$ cat config.mk
export PLATFORM = sky130hd
export DESIGN_NAME = spi_slave_register_bank_flat
export DESIGN_NICKNAME = d
export VERILOG_FILES = /design/src/rtl/spi_pkg.sv /design/src/rtl/spi_slave_register_bank_if.sv /design/src/rtl/spi_slave_input_sync.sv /design/src/rtl/spi_slave_register_bank.sv /design/src/flat_wrapper.sv
export SDC_FILE = /design/constraint.sdc
export NUM_CORES = 1
export LEC_CHECK = 0
export CORE_ASPECT_RATIO = 1.75
export CORE_MARGIN = 3
export CORE_UTILIZATION = 56
export CTS_CLUSTER_SIZE = 14
export DETAILED_ROUTE_END_ITERATION = 6
export GPL_TIMING_DRIVEN = 0
export PLACE_DENSITY_LB_ADDON = 0.3
export SLEW_MARGIN = 15
export SYNTH_ARGS = -nofsm -noshare
export SYNTH_HDL_FRONTEND = slang
export SYNTH_SLANG_ARGS = --single-unit
$ cat constraint.sdc
create_clock -name clock -period 13.4 [get_ports clock]
set_clock_uncertainty 0.2 [all_clocks]
set_input_delay 2.01 -clock clock [delete_from_list [all_inputs] [get_ports clock]]
set_output_delay 2.01 -clock clock [all_outputs]
set_load 0.05 [all_outputs]
$ cat src/rtl/spi_pkg.sv
// Shared types and constants for the SPI slave register bank.
package spi_pkg;

    typedef enum logic [1:0] {IDLE, COMMAND, DATA} spi_slave_state_t;

    localparam logic SPI_READ        = 1'b1;
    localparam logic SPI_WRITE       = 1'b0;
    localparam int   SPI_SYNC_STAGES = 2;

endpackage

$ cat src/rtl/spi_slave_register_bank_if.sv
// SPI pins, completed-write port and host read port of the SPI slave register bank.
interface spi_slave_register_bank_if #(
    parameter int DATA_WIDTH    = 16,
    parameter int ADDRESS_WIDTH = 15
);
    logic                     serial_clock;
    logic                     chip_select;
    logic                     serial_in;
    logic                     clock_polarity;
    logic                     clock_phase;
    logic                     serial_out;
    logic                     busy;
    logic                     write_strobe;
    logic [ADDRESS_WIDTH-1:0] write_address;
    logic [DATA_WIDTH-1:0]    write_data;
    logic                     write_unmapped;
    logic                     frame_error;
    logic [ADDRESS_WIDTH-1:0] host_address;
    logic [DATA_WIDTH-1:0]    host_read_data;

    modport slave (
        input  serial_clock, chip_select, serial_in, clock_polarity, clock_phase, host_address,
        output serial_out, busy, write_strobe, write_address, write_data, write_unmapped,
               frame_error, host_read_data
    );

    modport master (
        output serial_clock, chip_select, serial_in, clock_polarity, clock_phase, host_address,
        input  serial_out, busy, write_strobe, write_address, write_data, write_unmapped,
               frame_error, host_read_data
    );
endinterface

$ cat src/rtl/spi_slave_input_sync.sv
// Brings the SPI pins into the clock domain and turns serial_clock transitions
// into sample/shift strobes according to CPOL/CPHA.
module spi_slave_input_sync
    import spi_pkg::*;
(
    input  logic clock,
    input  logic reset,
    input  logic serial_clock,
    input  logic chip_select,
    input  logic serial_in,
    input  logic clock_polarity,
    input  logic clock_phase,
    output logic serial_in_sync,
    output logic select_fall,
    output logic select_rise,
    output logic sample_edge,
    output logic shift_edge
);
    logic [SPI_SYNC_STAGES-1:0] sclk_sync, cs_sync, sin_sync;
    logic sclk_prev, cs_prev;
    logic sclk_s, cs_s, sclk_rise, sclk_fall, lead_edge, trail_edge;

    // Select syncs reset to deselected so no phantom frame starts after reset.
    always_ff @(posedge clock or posedge reset) begin
        if (reset) begin
            sclk_sync <= '0;
            cs_sync   <= '1;
            sin_sync  <= '0;
            sclk_prev <= 1'b0;
            cs_prev   <= 1'b1;
        end else begin
            sclk_sync <= {sclk_sync[SPI_SYNC_STAGES-2:0], serial_clock};
            cs_sync   <= {cs_sync[SPI_SYNC_STAGES-2:0], chip_select};
            sin_sync  <= {sin_sync[SPI_SYNC_STAGES-2:0], serial_in};
            sclk_prev <= sclk_sync[SPI_SYNC_STAGES-1];
            cs_prev   <= cs_sync[SPI_SYNC_STAGES-1];
        end
    end

    assign sclk_s         = sclk_sync[SPI_SYNC_STAGES-1];
    assign cs_s           = cs_sync[SPI_SYNC_STAGES-1];
    assign serial_in_sync = sin_sync[SPI_SYNC_STAGES-1];

    assign sclk_rise   = sclk_s & ~sclk_prev;
    assign sclk_fall   = ~sclk_s & sclk_prev;
    assign select_fall = ~cs_s & cs_prev;
    assign select_rise = cs_s & ~cs_prev;

    assign lead_edge   = clock_polarity ? sclk_fall : sclk_rise;
    assign trail_edge  = clock_polarity ? sclk_rise : sclk_fall;
    assign sample_edge = clock_phase ? trail_edge : lead_edge;
    assign shift_edge  = clock_phase ? lead_edge : trail_edge;
endmodule

$ cat src/rtl/spi_slave_register_bank.sv
// SPI slave decoding rw/address/data frames with burst auto-increment into a
// register bank, plus a registered host read port.
module spi_slave_register_bank
    import spi_pkg::*;
#(
    parameter int DATA_WIDTH     = 16,
    parameter int ADDRESS_WIDTH  = 15,
    parameter int REGISTER_DEPTH = 16
) (
    input  logic clock,
    input  logic reset,
    spi_slave_register_bank_if.slave bus
);
    localparam int CMD_BITS = ADDRESS_WIDTH + 1;
    localparam int MAX_BITS = (CMD_BITS > DATA_WIDTH) ? CMD_BITS : DATA_WIDTH;
    localparam int CW       = $clog2(MAX_BITS);
    localparam int IW       = (REGISTER_DEPTH > 1) ? $clog2(REGISTER_DEPTH) : 1;

    spi_slave_state_t         state, state_next;
    logic [CW-1:0]            bit_count;
    logic [ADDRESS_WIDTH-1:0] cmd_shift, address;
    logic [DATA_WIDTH-2:0]    data_shift;
    logic [DATA_WIDTH-1:0]    tx_shift, data_word;
    logic [CMD_BITS-1:0]      cmd_word;
    logic                     rw, serial_out, frame_error;
    logic                     pend_valid;
    logic [ADDRESS_WIDTH-1:0] pend_address, write_address;
    logic [DATA_WIDTH-1:0]    pend_data, write_data, host_read_data;
    logic                     write_strobe, write_unmapped;
    logic                     sin, select_fall, select_rise, sample_edge, shift_edge;
    logic                     cmd_done, word_done;
    logic [DATA_WIDTH-1:0]    regs [REGISTER_DEPTH];

    spi_slave_input_sync u_sync (
        .clock          (clock),
        .reset          (reset),
        .serial_clock   (bus.serial_clock),
        .chip_select    (bus.chip_select),
        .serial_in      (bus.serial_in),
        .clock_polarity (bus.clock_polarity),
        .clock_phase    (bus.clock_phase),
        .serial_in_sync (sin),
        .select_fall    (select_fall),
        .select_rise    (select_rise),
        .sample_edge    (sample_edge),
        .shift_edge     (shift_edge)
    );

    function automatic logic is_mapped(input logic [ADDRESS_WIDTH-1:0] a);
        return {1'b0, a} < (ADDRESS_WIDTH+1)'(REGISTER_DEPTH);
    endfunction

    function automatic logic [DATA_WIDTH-1:0] reg_read(input logic [ADDRESS_WIDTH-1:0] a);
        return is_mapped(a) ? regs[IW'(a)] : '0;
    endfunction

    assign cmd_word  = {cmd_shift, sin};
    assign data_word = {data_shift, sin};
    assign cmd_done  = (state == COMMAND) && sample_edge && (bit_count == CW'(CMD_BITS - 1));
    assign word_done = (state == DATA) && sample_edge && (bit_count == CW'(DATA_WIDTH - 1));

    always_ff @(posedge clock or posedge reset) begin
        if (reset) state <= IDLE;
        else       state <= state_next;
    end

    always_comb begin
        state_next = state;
        case (state)
            IDLE:    if (select_fall) state_next = COMMAND;
            COMMAND: if (select_rise) state_next = IDLE;
                     else if (cmd_done) state_next = DATA;
            DATA:    if (select_rise) state_next = IDLE;
            default: state_next = IDLE;
        endcase
    end

    // Frame datapath; completed writes go through one pending stage before the strobe.
    always_ff @(posedge clock or posedge reset) begin
        if (reset) begin
            bit_count      <= '0;
            cmd_shift      <= '0;
            data_shift     <= '0;
            tx_shift       <= '0;
            address        <= '0;
            rw             <= SPI_WRITE;
            serial_out     <= 1'b0;
            frame_error    <= 1'b0;
            pend_valid     <= 1'b0;
            pend_address   <= '0;
            pend_data      <= '0;
            write_strobe   <= 1'b0;
            write_unmapped <= 1'b0;
            write_address  <= '0;
            write_data     <= '0;
        end else begin
            pend_valid     <= 1'b0;
            frame_error    <= 1'b0;
            write_strobe   <= pend_valid;
            write_unmapped <= pend_valid & ~is_mapped(pend_address);
            if (pend_valid) begin
                write_address <= pend_address;
                write_data    <= pend_data;
            end

            if (state == IDLE) begin
                bit_count  <= '0;
                tx_shift   <= '0;
                serial_out <= 1'b0;
            end else if (select_rise) begin
                frame_error <= (bit_count != '0);
                bit_count   <= '0;
                serial_out  <= 1'b0;
            end else begin
                if (shift_edge) begin
                    serial_out <= tx_shift[DATA_WIDTH-1];
                    tx_shift   <= tx_shift << 1;
                end
                if (sample_edge && state == COMMAND) begin
                    cmd_shift <= cmd_word[ADDRESS_WIDTH-1:0];
                    bit_count <= bit_count + CW'(1);
                    if (cmd_done) begin
                        bit_count <= '0;
                        rw        <= cmd_word[CMD_BITS-1];
                        address   <= cmd_word[ADDRESS_WIDTH-1:0];
                        tx_shift  <= (cmd_word[CMD_BITS-1] == SPI_READ)
                                     ? reg_read(cmd_word[ADDRESS_WIDTH-1:0]) : '0;
                    end
                end
                if (sample_edge && state == DATA) begin
                    data_shift <= data_word[DATA_WIDTH-2:0];
                    bit_count  <= bit_count + CW'(1);
                    if (word_done) begin
                        bit_count <= '0;
                        address   <= address + 1'b1;
                        if (rw == SPI_READ) begin
                            tx_shift <= reg_read(address + 1'b1);
                        end else begin
                            pend_valid   <= 1'b1;
                            pend_address <= address;
                            pend_data    <= data_word;
                        end
                    end
                end
            end
        end
    end

    // Host read samples the bank before the same-edge write lands.
    always_ff @(posedge clock or posedge reset) begin
        if (reset) begin
            for (int i = 0; i < REGISTER_DEPTH; i++) regs[i] <= '0;
            host_read_data <= '0;
        end else begin
            host_read_data <= reg_read(bus.host_address);
            if (write_strobe && !write_unmapped) regs[IW'(write_address)] <= write_data;
        end
    end

    assign bus.serial_out     = serial_out;
    assign bus.busy           = (state != IDLE);
    assign bus.write_strobe   = write_strobe;
    assign bus.write_address  = write_address;
    assign bus.write_data     = write_data;
    assign bus.write_unmapped = write_unmapped;
    assign bus.frame_error    = frame_error;
    assign bus.host_read_data = host_read_data;
endmodule

$ cat src/flat_wrapper.sv
// flat-port wrapper written by rule: the top's interface ports become plain ports
module spi_slave_register_bank_flat import spi_pkg::*;
#(
    parameter int DATA_WIDTH     = 16,
    parameter int ADDRESS_WIDTH  = 15,
    parameter int REGISTER_DEPTH = 16
)
  (clock, reset, bus_serial_clock, bus_chip_select, bus_serial_in, bus_clock_polarity, bus_clock_phase, bus_host_address, bus_serial_out, bus_busy, bus_write_strobe, bus_write_address, bus_write_data, bus_write_unmapped, bus_frame_error, bus_host_read_data);
  spi_slave_register_bank_if #(.DATA_WIDTH(DATA_WIDTH), .ADDRESS_WIDTH(ADDRESS_WIDTH)) bus_i ();
  input  logic clock;
  input  logic reset;
  input wire logic [$bits(bus_i.serial_clock)-1:0] bus_serial_clock;
  input wire logic [$bits(bus_i.chip_select)-1:0] bus_chip_select;
  input wire logic [$bits(bus_i.serial_in)-1:0] bus_serial_in;
  input wire logic [$bits(bus_i.clock_polarity)-1:0] bus_clock_polarity;
  input wire logic [$bits(bus_i.clock_phase)-1:0] bus_clock_phase;
  input wire logic [$bits(bus_i.host_address)-1:0] bus_host_address;
  output wire logic [$bits(bus_i.serial_out)-1:0] bus_serial_out;
  output wire logic [$bits(bus_i.busy)-1:0] bus_busy;
  output wire logic [$bits(bus_i.write_strobe)-1:0] bus_write_strobe;
  output wire logic [$bits(bus_i.write_address)-1:0] bus_write_address;
  output wire logic [$bits(bus_i.write_data)-1:0] bus_write_data;
  output wire logic [$bits(bus_i.write_unmapped)-1:0] bus_write_unmapped;
  output wire logic [$bits(bus_i.frame_error)-1:0] bus_frame_error;
  output wire logic [$bits(bus_i.host_read_data)-1:0] bus_host_read_data;
  assign bus_i.serial_clock = bus_serial_clock;
  assign bus_i.chip_select = bus_chip_select;
  assign bus_i.serial_in = bus_serial_in;
  assign bus_i.clock_polarity = bus_clock_polarity;
  assign bus_i.clock_phase = bus_clock_phase;
  assign bus_i.host_address = bus_host_address;
  assign bus_serial_out = bus_i.serial_out;
  assign bus_busy = bus_i.busy;
  assign bus_write_strobe = bus_i.write_strobe;
  assign bus_write_address = bus_i.write_address;
  assign bus_write_data = bus_i.write_data;
  assign bus_write_unmapped = bus_i.write_unmapped;
  assign bus_frame_error = bus_i.frame_error;
  assign bus_host_read_data = bus_i.host_read_data;
  spi_slave_register_bank #(.DATA_WIDTH(DATA_WIDTH), .ADDRESS_WIDTH(ADDRESS_WIDTH), .REGISTER_DEPTH(REGISTER_DEPTH)) u_core (.clock(clock), .reset(reset), .bus(bus_i));
endmodule
==> results.tsv <==
stage	metric	value	unit
run_status	result_of_the_run	complete, no violations	
clock_network	clock_tree.root_cell	sky130_fd_sc_hd__clkbuf_16	
routing	remaining_drc_errors	0	
yosys	postSynthRegisterBits	415	
sta	period_minus_slack	4470	ps
placed_design	routability_cong	0.971	
yosys	synth_ff_type	sky130_fd_sc_hd__dfrtp_1	
yosys	synth_area_per_cell	14.8	um^2
yosys	synth_top_area_cell	sky130_fd_sc_hd__dfrtp_1	
yosys	yosysWarningCount	0	
floorplan	row_count	95	
yosys	synth-async-reset-ratio	100	%
floorplan	initial_core_util	57.2	%
clock_network	numClockSinks	415	
floorplan	die_height	269	um
setup_path	crit_path_start_kind	primary input	
sta	worst_slew_margin_rel	19.5	%
grt	grt_max_degree	40	
worst_hold_path	hold_path_class	reg2reg	
clock_network	post_cts.repair.setup_buffers	0	
routing	antenna_violating_nets_post_route	0	
sta	timing_worst_slew_pin_value	1210	ps
setup_path	cp_arrival	4740	ps
pwr	power_per_cell_area	109	nW/um^2
layout	synthToLayoutAreaGrowth	12.8	%
routing	routed_wl	70.6	mm
setup_path	path_max_fanout	10	
yosys	netlist_area	22100	um^2
grt	met3_usage	6.68	%
grt	globalRouteTotalUtil	34.2	%
layout	drive_above_1_share	41.6	%
layout	num-nets-final	1646	
routing	wl_per_cell	33.1	um
yosys	synthesis.nets	1524	
clock_network	cts_tree	built	
layout	nFillCells	2788	
yosys	top_cells_by_area_in_the_synthesized_netlist	sky130_fd_sc_hd__dfrtp_1 (47%), sky130_fd_sc_hd__mux4_2 (21%), sky130_fd_sc_hd__mux2_2 (18%)	
yosys	yosys.area.top_type_share	46.6	%
clock_network	cts.hold.buffers_added	0	
routing	detailroute.via_count	15400	
clock_network	worst_setup_hold_path_clk_slew	60	ps
clock_network	numCtsBuffers	39	
clock_network	post_cts.resized_instances	0	
floorplan	core_area	38700	um^2
sta	max_clock_freq	0.224	GHz
sta	timing.final.crit_share	33.4	%
setup_path	critical_path.endpoint_type	flop	
floorplan	io_pins	74	
pwr	total_power	0.00271	W
routing	dr.first_iter.drc_count	1776	
layout	final_cells	2136	
placed_design	io_buffer_count	69	
clock_network	cts_htree_levels	2	
grt	grt.met1_usage	36.8	%
yosys	synth.distinct_cells	57	
sta	finalSetupTns	0	ps
grt	grt_max_usage_layer	met2	
pwr	vdd_ir_drop_max	0.0716	mV
routing	drt_pre_antenna_iters	6	
setup_path	worst-setup-path-type	in2reg	
sta	slew_violations	0	
setup_path	critPathRequiredTime	13660	ps
placed_design	placed_cells	2065	
flow_run	maxCapViolations	0	
grt	globalRouteMet2Util	56.7	%
pwr	p_leak	11.0	nW
grt	grt_antenna_before_repair	3	
grt	grt-ovfl-total	0	
floorplan	floorplan.die_area	42100	um^2
grt	global_route_wire_length_before_repair	104	mm
clock_network	insertion_delay	560	ps
placed_design	hpwl	50.6	mm
yosys	synth_seq_area_share	46.9	%
floorplan	die_x	156	um
sta	rsz0062_at_grt	no	
yosys	number_of_enable_flip_flop_cells_after_synthesis	0	
sta	hold_violations	0	
routing	avgViaCountPerCell	7.20	
sta	report.final.setup_viol	0	
grt	first_global_vias	16000	
yosys	syn-instance-count	1499	
clock_network	cts_max_path_buffers	3	
-- routing by layer --
| layer | part of all wire [%] | wire, um | vias up |
|---|---|---|---|
| met5 | 0.018 | 13 | - |
| met4 | 12 | 8230 | 2 |
| met3 | 7.1 | 4980 | 332 |
| met2 | 50 | 35400 | 886 |
| met1 | 31 | 22000 | 8044 |
| li1 | - | - | 6110 |
-- area by class of cell --
class	instances	area, um^2	share of cell area, %
multi-input cells	942	11200	44.8
flip-flops and latches	415	10400	41.6
clock buffers	57	1140	4.58
repair buffers	81	938	3.76
well taps	485	607	2.43
plain buffers	132	544	2.18
clock inverters	11	123	0.491
inverters	10	41.3	0.165
diodes	3	7.51	0.0301
-- report_power, final --
group | internal, W | total (W) | switching [W] | leakage (nW)
Sequential | 0.00126 | 0.00128 | 0.0000157 | 5.76
Clock | 0.000633 | 0.00113 | 0.000499 | 0.624
Combinational | 0.0000905 | 0.000299 | 0.000208 | 4.61
-- per-stage QoR --
stage / utilization [%] / setup WS [ps] / hold WS (ps) / instance area [um^2]
finish: 64.5 / 8930 / 150 / 25000
global route: 64.4 / 8800 / 157 / 25000
CTS: 64.4 / 9000 / 152 / 25000
detailed placement: 61.1 / 8410 / 137 / 23700
global placement: 60.5 / 2960 / 134 / 23400
floorplan: - / 5600 / 131 / 22200
-- cell families (layout without fill, tap and decap cells) --
kind of cell    Yosys count  after routing  synth area share (%)
mux                     602            602                  41.0
flops                   415            415                  46.9
simple gates            178            178                  4.30
compound gates          152            152                  4.64
buf+inv                 142            291                  2.62
xor+xnor                  7              7                 0.311
fa+ha+maj                 3              3                 0.170
other cells               0              3                     0
-- layout by cell type (no fill, tap or decap), types with 14 or more instances in the layout --
master	instances
sky130_fd_sc_hd__dfrtp_1	412
sky130_fd_sc_hd__mux2_2	359
sky130_fd_sc_hd__mux4_2	209
sky130_fd_sc_hd__clkbuf_1	96
sky130_fd_sc_hd__clkdlybuf4s50_1	69
sky130_fd_sc_hd__nand2_1	47
sky130_fd_sc_hd__o21ai_0	47
sky130_fd_sc_hd__nor2b_1	43
sky130_fd_sc_hd__clkbuf_16	40
sky130_fd_sc_hd__mux2i_1	34
sky130_fd_sc_hd__buf_2	30
sky130_fd_sc_hd__nor2_1	22
sky130_fd_sc_hd__a21oi_1	21
sky130_fd_sc_hd__a211oi_1	19
sky130_fd_sc_hd__nand3_1	17
sky130_fd_sc_hd__a221oi_1	14
-- critical path, stage by stage --
cell                              delay (ps)
sky130_fd_sc_hd__clkdlybuf4s50_1         500
sky130_fd_sc_hd__xor2_2                  230
sky130_fd_sc_hd__mux2_2                  420
sky130_fd_sc_hd__nand3_1                 160
sky130_fd_sc_hd__clkbuf_1                440
sky130_fd_sc_hd__buf_1                   510
sky130_fd_sc_hd__o32ai_1                 210
sky130_fd_sc_hd__a2bb2oi_1               260
-- Yosys cell counts, drive strengths merged, types with 16 or more instances --
library cell and count:
nor2 22, o21ai 49, mux4 209, a21oi 21, a2111oi 16, clkbuf 89
nand3 17, buf 43, mux2i 34, mux2 359, nand2 47, dfrtp 412
nor2b 43, a211oi 19
-- state kept, by name, summed over array words and instances, names as in the netlist, 4 cells and up --
| name | count |
|---|---|
| u_core.data_shift | 15 |
| u_core.cmd_shift | 15 |
| u_core.bus.host_read_data | 16 |
| u_core.bit_count | 4 |
| u_core.tx_shift | 16 |
| u_core.pend_data | 16 |
| u_core.address | 15 |
| u_core.regs | 256 |
| u_core.bus.write_address | 15 |
| u_core.pend_address | 15 |
| u_core.bus.write_data | 16 |
-- final timing paths --
check	cells after the start	end	slack, ps	startpoint
worst min-delay path	0	u_core.u_sync.sin_sync[1]$_DFF_PP0_	150	u_core.u_sync.sin_sync[0]$_DFF_PP0_
worst max register to register	7	u_core.tx_shift[15]$_DFFE_PP0P_	9680	u_core.cmd_shift[0]$_DFFE_PP0P_
min in group asynchronous	2	u_core.regs[239]$_DFFE_PP0P_	1700	reset
worst min register to register	0	u_core.u_sync.sin_sync[1]$_DFF_PP0_	150	u_core.u_sync.sin_sync[0]$_DFF_PP0_
worst max-delay path	8	u_core.address[12]$_DFFE_PP0P_	8930	bus_clock_phase
max in group asynchronous	8	u_core.data_shift[8]$_DFFE_PP0P_	9460	reset
Power figures use the tool's default switching activity.
